==> config.mk <==
export PLATFORM = sky130hd
export DESIGN_NAME = axi_bus_arbiter
export DESIGN_NICKNAME = d
export VERILOG_FILES = /design/src/rtl/axi_bus_arbiter.sv
export SDC_FILE = /design/constraint.sdc
export NUM_CORES = 1
export LEC_CHECK = 0
export ABC_AREA = 1
export BUFFER_PORTS_ARGS = -buffer_cell sky130_fd_sc_hd__buf_2
export CORE_AREA = 8 8 130 132
export DETAILED_ROUTE_END_ITERATION = 10
export DIE_AREA = 0 0 138 140
export GPL_TIMING_DRIVEN = 0
export PLACE_DENSITY = 0.81
export SKIP_CTS_REPAIR_TIMING = 1
export SKIP_LAST_GASP = 1
export SLEW_MARGIN = 20
export SYNTH_ARGS = -nofsm -noshare
export SYNTH_HDL_FRONTEND = slang
export SYNTH_SLANG_ARGS = --single-unit
==> constraint.sdc <==
create_clock -name clk -period 1.9 [get_ports clk]
set_input_delay 0.285 -clock clk [delete_from_list [all_inputs] [get_ports clk]]
set_output_delay 0.285 -clock clk [all_outputs]
set_load 0.01 [all_outputs]
==> src/rtl/axi_bus_arbiter.sv <==
// Round-robin arbiter sharing one AXI4 master port between the IFU (read-only)
// and the LSU (read/write), issuing one single-beat transaction at a time.
module axi_bus_arbiter #(
    parameter int ADDR_WIDTH = 32
) (
    input  logic                  clk,
    input  logic                  rst_n,

    input  logic                  m0_req,
    input  logic [ADDR_WIDTH-1:0] m0_addr,
    output logic                  m0_ready,
    output logic                  m0_rvalid,
    output logic [31:0]           m0_rdata,
    output logic                  m0_err,

    input  logic                  m1_req,
    input  logic                  m1_wr,
    input  logic [ADDR_WIDTH-1:0] m1_addr,
    input  logic [31:0]           m1_wdata,
    input  logic [3:0]            m1_wstrb,
    output logic                  m1_ready,
    output logic                  m1_done,
    output logic [31:0]           m1_rdata,
    output logic                  m1_err,

    output logic [ADDR_WIDTH-1:0] awaddr,
    output logic                  awvalid,
    input  logic                  awready,
    output logic [7:0]            awlen,
    output logic [2:0]            awsize,
    output logic [1:0]            awburst,

    output logic [31:0]           wdata,
    output logic [3:0]            wstrb,
    output logic                  wvalid,
    output logic                  wlast,
    input  logic                  wready,

    input  logic [1:0]            bresp,
    input  logic                  bvalid,
    output logic                  bready,

    output logic [ADDR_WIDTH-1:0] araddr,
    output logic                  arvalid,
    input  logic                  arready,
    output logic [7:0]            arlen,
    output logic [2:0]            arsize,
    output logic [1:0]            arburst,

    input  logic [31:0]           rdata,
    input  logic [1:0]            rresp,
    input  logic                  rlast,
    input  logic                  rvalid,
    output logic                  rready
);

    typedef enum logic [2:0] {
        IDLE    = 3'd0,
        RD_ADDR = 3'd1,
        RD_DATA = 3'd2,
        WR_ADDR = 3'd3,
        WR_RESP = 3'd4
    } state_t;

    state_t                  state_q, state_d;
    logic                    last_grant_q, last_grant_d;
    logic                    owner_q, owner_d;
    logic [ADDR_WIDTH-1:0]   addr_q, addr_d;
    logic [31:0]             wdata_q, wdata_d;
    logic [3:0]              wstrb_q, wstrb_d;
    logic                    aw_done_q, aw_done_d;
    logic                    w_done_q, w_done_d;
    logic                    m0_rvalid_q, m0_rvalid_d;
    logic                    m1_done_q, m1_done_d;
    logic [31:0]             m0_rdata_q, m0_rdata_d;
    logic [31:0]             m1_rdata_q, m1_rdata_d;
    logic                    m0_err_q, m0_err_d;
    logic                    m1_err_q, m1_err_d;

    logic                    grant0, grant1;
    logic                    aw_ok, w_ok;
    logic                    unused_resp_bits;

    // On conflict, the port that did not win last time gets the bus
    assign grant1 = m1_req && (!m0_req || !last_grant_q);
    assign grant0 = m0_req && (!m1_req ||  last_grant_q);

    assign unused_resp_bits = ^{rresp[0], bresp[0]};

    assign awlen   = 8'd0;
    assign arlen   = 8'd0;
    assign awsize  = 3'b010;
    assign arsize  = 3'b010;
    assign awburst = 2'b01;
    assign arburst = 2'b01;
    assign awaddr  = addr_q;
    assign araddr  = addr_q;
    assign wdata   = wdata_q;
    assign wstrb   = wstrb_q;
    assign wlast   = wvalid;

    assign m0_rvalid = m0_rvalid_q;
    assign m0_rdata  = m0_rdata_q;
    assign m0_err    = m0_err_q;
    assign m1_done   = m1_done_q;
    assign m1_rdata  = m1_rdata_q;
    assign m1_err    = m1_err_q;

    always_comb begin
        state_d      = state_q;
        last_grant_d = last_grant_q;
        owner_d      = owner_q;
        addr_d       = addr_q;
        wdata_d      = wdata_q;
        wstrb_d      = wstrb_q;
        aw_done_d    = aw_done_q;
        w_done_d     = w_done_q;
        m0_rvalid_d  = 1'b0;
        m1_done_d    = 1'b0;
        m0_rdata_d   = m0_rdata_q;
        m1_rdata_d   = m1_rdata_q;
        m0_err_d     = m0_err_q;
        m1_err_d     = m1_err_q;
        m0_ready     = 1'b0;
        m1_ready     = 1'b0;
        arvalid      = 1'b0;
        rready       = 1'b0;
        awvalid      = 1'b0;
        wvalid       = 1'b0;
        bready       = 1'b0;
        aw_ok        = 1'b0;
        w_ok         = 1'b0;

        case (state_q)
            IDLE: begin
                if (grant1) begin
                    m1_ready     = 1'b1;
                    owner_d      = 1'b1;
                    last_grant_d = 1'b1;
                    addr_d       = m1_addr;
                    wdata_d      = m1_wdata;
                    wstrb_d      = m1_wstrb;
                    aw_done_d    = 1'b0;
                    w_done_d     = 1'b0;
                    state_d      = m1_wr ? WR_ADDR : RD_ADDR;
                end else if (grant0) begin
                    m0_ready     = 1'b1;
                    owner_d      = 1'b0;
                    last_grant_d = 1'b0;
                    addr_d       = m0_addr;
                    state_d      = RD_ADDR;
                end
            end
            RD_ADDR: begin
                arvalid = 1'b1;
                if (arready) state_d = RD_DATA;
            end
            RD_DATA: begin
                rready = 1'b1;
                // Only the last beat completes; stray earlier beats are dropped
                if (rvalid && rlast) begin
                    if (owner_q) begin
                        m1_rdata_d = rdata;
                        m1_err_d   = rresp[1];
                        m1_done_d  = 1'b1;
                    end else begin
                        m0_rdata_d  = rdata;
                        m0_err_d    = rresp[1];
                        m0_rvalid_d = 1'b1;
                    end
                    state_d = IDLE;
                end
            end
            WR_ADDR: begin
                awvalid   = !aw_done_q;
                wvalid    = !w_done_q;
                aw_ok     = aw_done_q || awready;
                w_ok      = w_done_q  || wready;
                aw_done_d = aw_ok;
                w_done_d  = w_ok;
                if (aw_ok && w_ok) state_d = WR_RESP;
            end
            WR_RESP: begin
                bready = 1'b1;
                if (bvalid) begin
                    m1_err_d  = bresp[1];
                    m1_done_d = 1'b1;
                    state_d   = IDLE;
                end
            end
            default: state_d = IDLE;
        endcase
    end

    always_ff @(posedge clk) begin
        if (!rst_n) begin
            state_q      <= IDLE;
            last_grant_q <= 1'b0;
            owner_q      <= 1'b0;
            addr_q       <= '0;
            wdata_q      <= '0;
            wstrb_q      <= '0;
            aw_done_q    <= 1'b0;
            w_done_q     <= 1'b0;
            m0_rvalid_q  <= 1'b0;
            m1_done_q    <= 1'b0;
            m0_rdata_q   <= '0;
            m1_rdata_q   <= '0;
            m0_err_q     <= 1'b0;
            m1_err_q     <= 1'b0;
        end else begin
            state_q      <= state_d;
            last_grant_q <= last_grant_d;
            owner_q      <= owner_d;
            addr_q       <= addr_d;
            wdata_q      <= wdata_d;
            wstrb_q      <= wstrb_d;
            aw_done_q    <= aw_done_d;
            w_done_q     <= w_done_d;
            m0_rvalid_q  <= m0_rvalid_d;
            m1_done_q    <= m1_done_d;
            m0_rdata_q   <= m0_rdata_d;
            m1_rdata_q   <= m1_rdata_d;
            m0_err_q     <= m0_err_d;
            m1_err_q     <= m1_err_d;
        end
    end

endmodule

==> run_results.csv <==
group,metric,value,unit
outcome,status,"finished clean",
placed_design,place_area,0.00793,mm^2
clock_network,cts_buffers,17,
global_routing,first_global_vias,6467,
min_path,min_path_type,"input port to flip-flop",
setup_path,cp_slowest_cell,"dfxtp_2",
drt,post_drt_wl_per_cell,15.1,um
placed_design,place_congestion,0.847,
logic_synthesis,synthFlopType,"dfxtp_1",
logic_synthesis,ys_top_cells_by_area,"dfxtp_1, nor2_1, o21ai_0",
final_layout,utilization,57.6,%
setup_path,r2r.worst_path.cells,7,
timing,fmax,554,MHz
logic_synthesis,synth_area,0.00600,mm^2
logic_synthesis,synth_warnings,0,
setup_path,path_cells,"nand2_1 -> nor2_2 -> inv_1 -> nor2_2 -> buf_4 -> buf_2",
setup_path,crit_arrival,1520,ps
die,std_cell_rows,45,
setup_path,crit_path_start_kind,"flip-flop",
logic_synthesis,syn-instance-count,828,
logic_synthesis,synth.most_common_cell,"nor2_1",
clock_network,cts.sinks,142,
die,die_area,0.0193,mm^2
power,ir_drop,757,uV
timing,rsz0062_at_grt,"true",
timing,whs,93.8,ps
timing,slew_violations,0,
final_layout,final_area,0.00856,mm^2
placed_design,port_buffers,320,
logic_synthesis,synth_cell_types,24,
timing,relSlewSlack,57.2,%
die,dieHeight,140,um
drt,antenna_left,0,
drt,drc_errors,0,
final_layout,drive_gt1_share,38.4,%
min_path,hold_depth,3,
logic_synthesis,syn_area_per_cell,7.25,um^2
die,core,0.0149,mm^2
logic_synthesis,ys_top_cells_by_count,"nor2_1, nand2_1, dfxtp_1",
die,io_pins,349,
final_layout,area_growth,42.7,%
logic_synthesis,synth_top_cell_by_area,"dfxtp_1",
global_routing,grt_pass1_wl,33100,um
logic_synthesis,ys_async_sr_fraction,0,%
global_routing,grt_overflow_total,0,
setup_path,crit_fanout,5,
drt,route.final.wire_length,21200,um
logic_synthesis,yosysTopAreaCellShare,47.4,%
placed_design,hpwl,16800,um
clock_network,clk_pin_slew,60,ps
clock_network,clock_latency,420,ps
clock_network,clk_path_buf_depth,2,
logic_synthesis,yosysSeqAreaShare,47.4,%
final_layout,fillers,1432,
setup_path,crit_type,"flip-flop to primary output",
timing,period_share,95.0,%
flow_run,cap_violations,0,
clock_network,cts_tree,"yes",
logic_synthesis,synth_edf_count,0,
drt,drt_iter0_markers,288,
setup_path,crit_path_end_kind,"primary output",
setup_path,max_stage_delay,390,ps
setup_path,worstPathRequired,1620,ps
die,die_w,138,um
timing,worst_pin_slew,642,ps
timing,fin_crit,1800,ps
clock_network,htree_num_levels,4,
logic_synthesis,synth_seq_cells,142,
timing,setup-violations-final,0,
drt,vias,6519,
die,initial_utilization,40.4,%
global_routing,grtUsageTotal,20.9,%
timing,fin_setup_tns,0,ps
global_routing,antenna_found_initial,3,
setup_path,path_common_cell,"nor2_2",
clock_network,cts_root_buffer,"clkbuf_16",
timing,final-hold-violation-count,0,
global_routing,grt_max_degree,17,
power,power_leakage,0.00466,uW
power,power_density,1250,mW/mm^2
final_layout,layout.nets,1341,
drt,first_pass_iters,5,
timing,final.setup_skew,7.79,ps
drt,routed_via_density,4.66,
layout make-up:
class                   count  area, um^2  area share (%)
clock inverters            15         161            1.89
plain buffers             109         701            8.18
inverters                  19        71.3           0.833
multi-input cells         582        2490            29.1
diodes                      3        7.51          0.0877
flip-flops and latches    142        2850            33.3
well taps                 188         235            2.75
repair buffers            323        1620            19.0
clock buffers              17         425            4.97
placed cells by master, fill, tap and decap left out, types with 2 or more instances in the layout:
master and instances:
a21oi_1 38, buf_2 337, buf_4 67, buf_6 2, bufinv_16 2, clkbuf_1 18, clkbuf_16 17, clkbuf_2 6
clkbuf_4 2, clkinv_2 2, clkinv_4 2, clkinvlp_4 4, conb_1 26, dfxtp_1 139, dfxtp_2 2, diode_2 3
inv_1 16, inv_2 3, inv_6 5, nand2_1 156, nand3_1 3, nor2_1 209, nor2_2 3, nor2_4 3
nor3_1 2, o21ai_0 133, o21ai_1 3
cells by family (layout without fill, tap and decap cells):
group,count (synthesis),after routing,share of synthesized area (%)
AO/OA/AOI/OAI,174,174,14.5
AND/OR/NAND/NOR,382,382,25.2
other,2,29,0.125
flip-flops,142,142,47.4
buffers and inverters,128,483,12.8
where the power goes:
part,internal [uW],switching [uW],leakage (uW)
logic,1470,2070,0.00323
registers,3550,370,0.00116
clock network,1950,1340,0.000277
total,6970,3770,0.00466
critical path: cells and delay by family (launching register included):
| family | cells | cell delay [ps] |
|---|---|---|
| flip-flops | 1 | 390 |
| AND/OR/NAND/NOR | 3 | 380 |
| buffers and inverters | 3 | 330 |
metrics by stage:
stage | power (uW) | std cells | setup slack (ps)
floorplan | 6030 | 852 | 471
global placement | 7400 | 1360 | 226
detailed placement | 7480 | 1360 | 216
CTS | 10800 | 1392 | -196
global route | 11400 | 1397 | -10.0
finish | 10700 | 1398 | 95.7
registers in the layout (all words and copies together) (netlist names):
register	flops
araddr	32
m0_rdata	32
m1_rdata	32
wdata	32
wstrb	4
state_q	3
aw_done_q	1
m0_err	1
m0_rvalid	1
m1_done	1
m1_err	1
owner_q	1
w_done_q	1
worst paths after layout:
| path | start | slack [ps] | to |
|---|---|---|---|
| setup / recovery | state_q[0]$_SDFFE_PN0P_ | 100 | wvalid |
| hold reg to reg | m1_rdata[19]$_SDFFE_PN0P_ | 480 | m1_rdata[19]$_SDFFE_PN0P_ |
| setup reg to reg | state_q[2]$_SDFFE_PN0P_ | 270 | m0_rdata[9]$_SDFFE_PN0P_ |
| hold / removal | m1_wdata[16] | 90 | wdata[16]$_SDFFE_PN0P_ |
routing by layer:
| layer | track usage [%] | up-vias | part of all wire, % |
|---|---|---|---|
| met4 | 8.75 | 2 | 2.7 |
| met2 | 37.7 | 266 | 50 |
| met3 | 8.32 | 35 | 8.6 |
| met1 | 21.1 | 2934 | 38 |
| li1 | - | 3282 | - |
| met5 | 0 | - | 0.043 |
No activity file was read; power rests on OpenSTA's default activity.
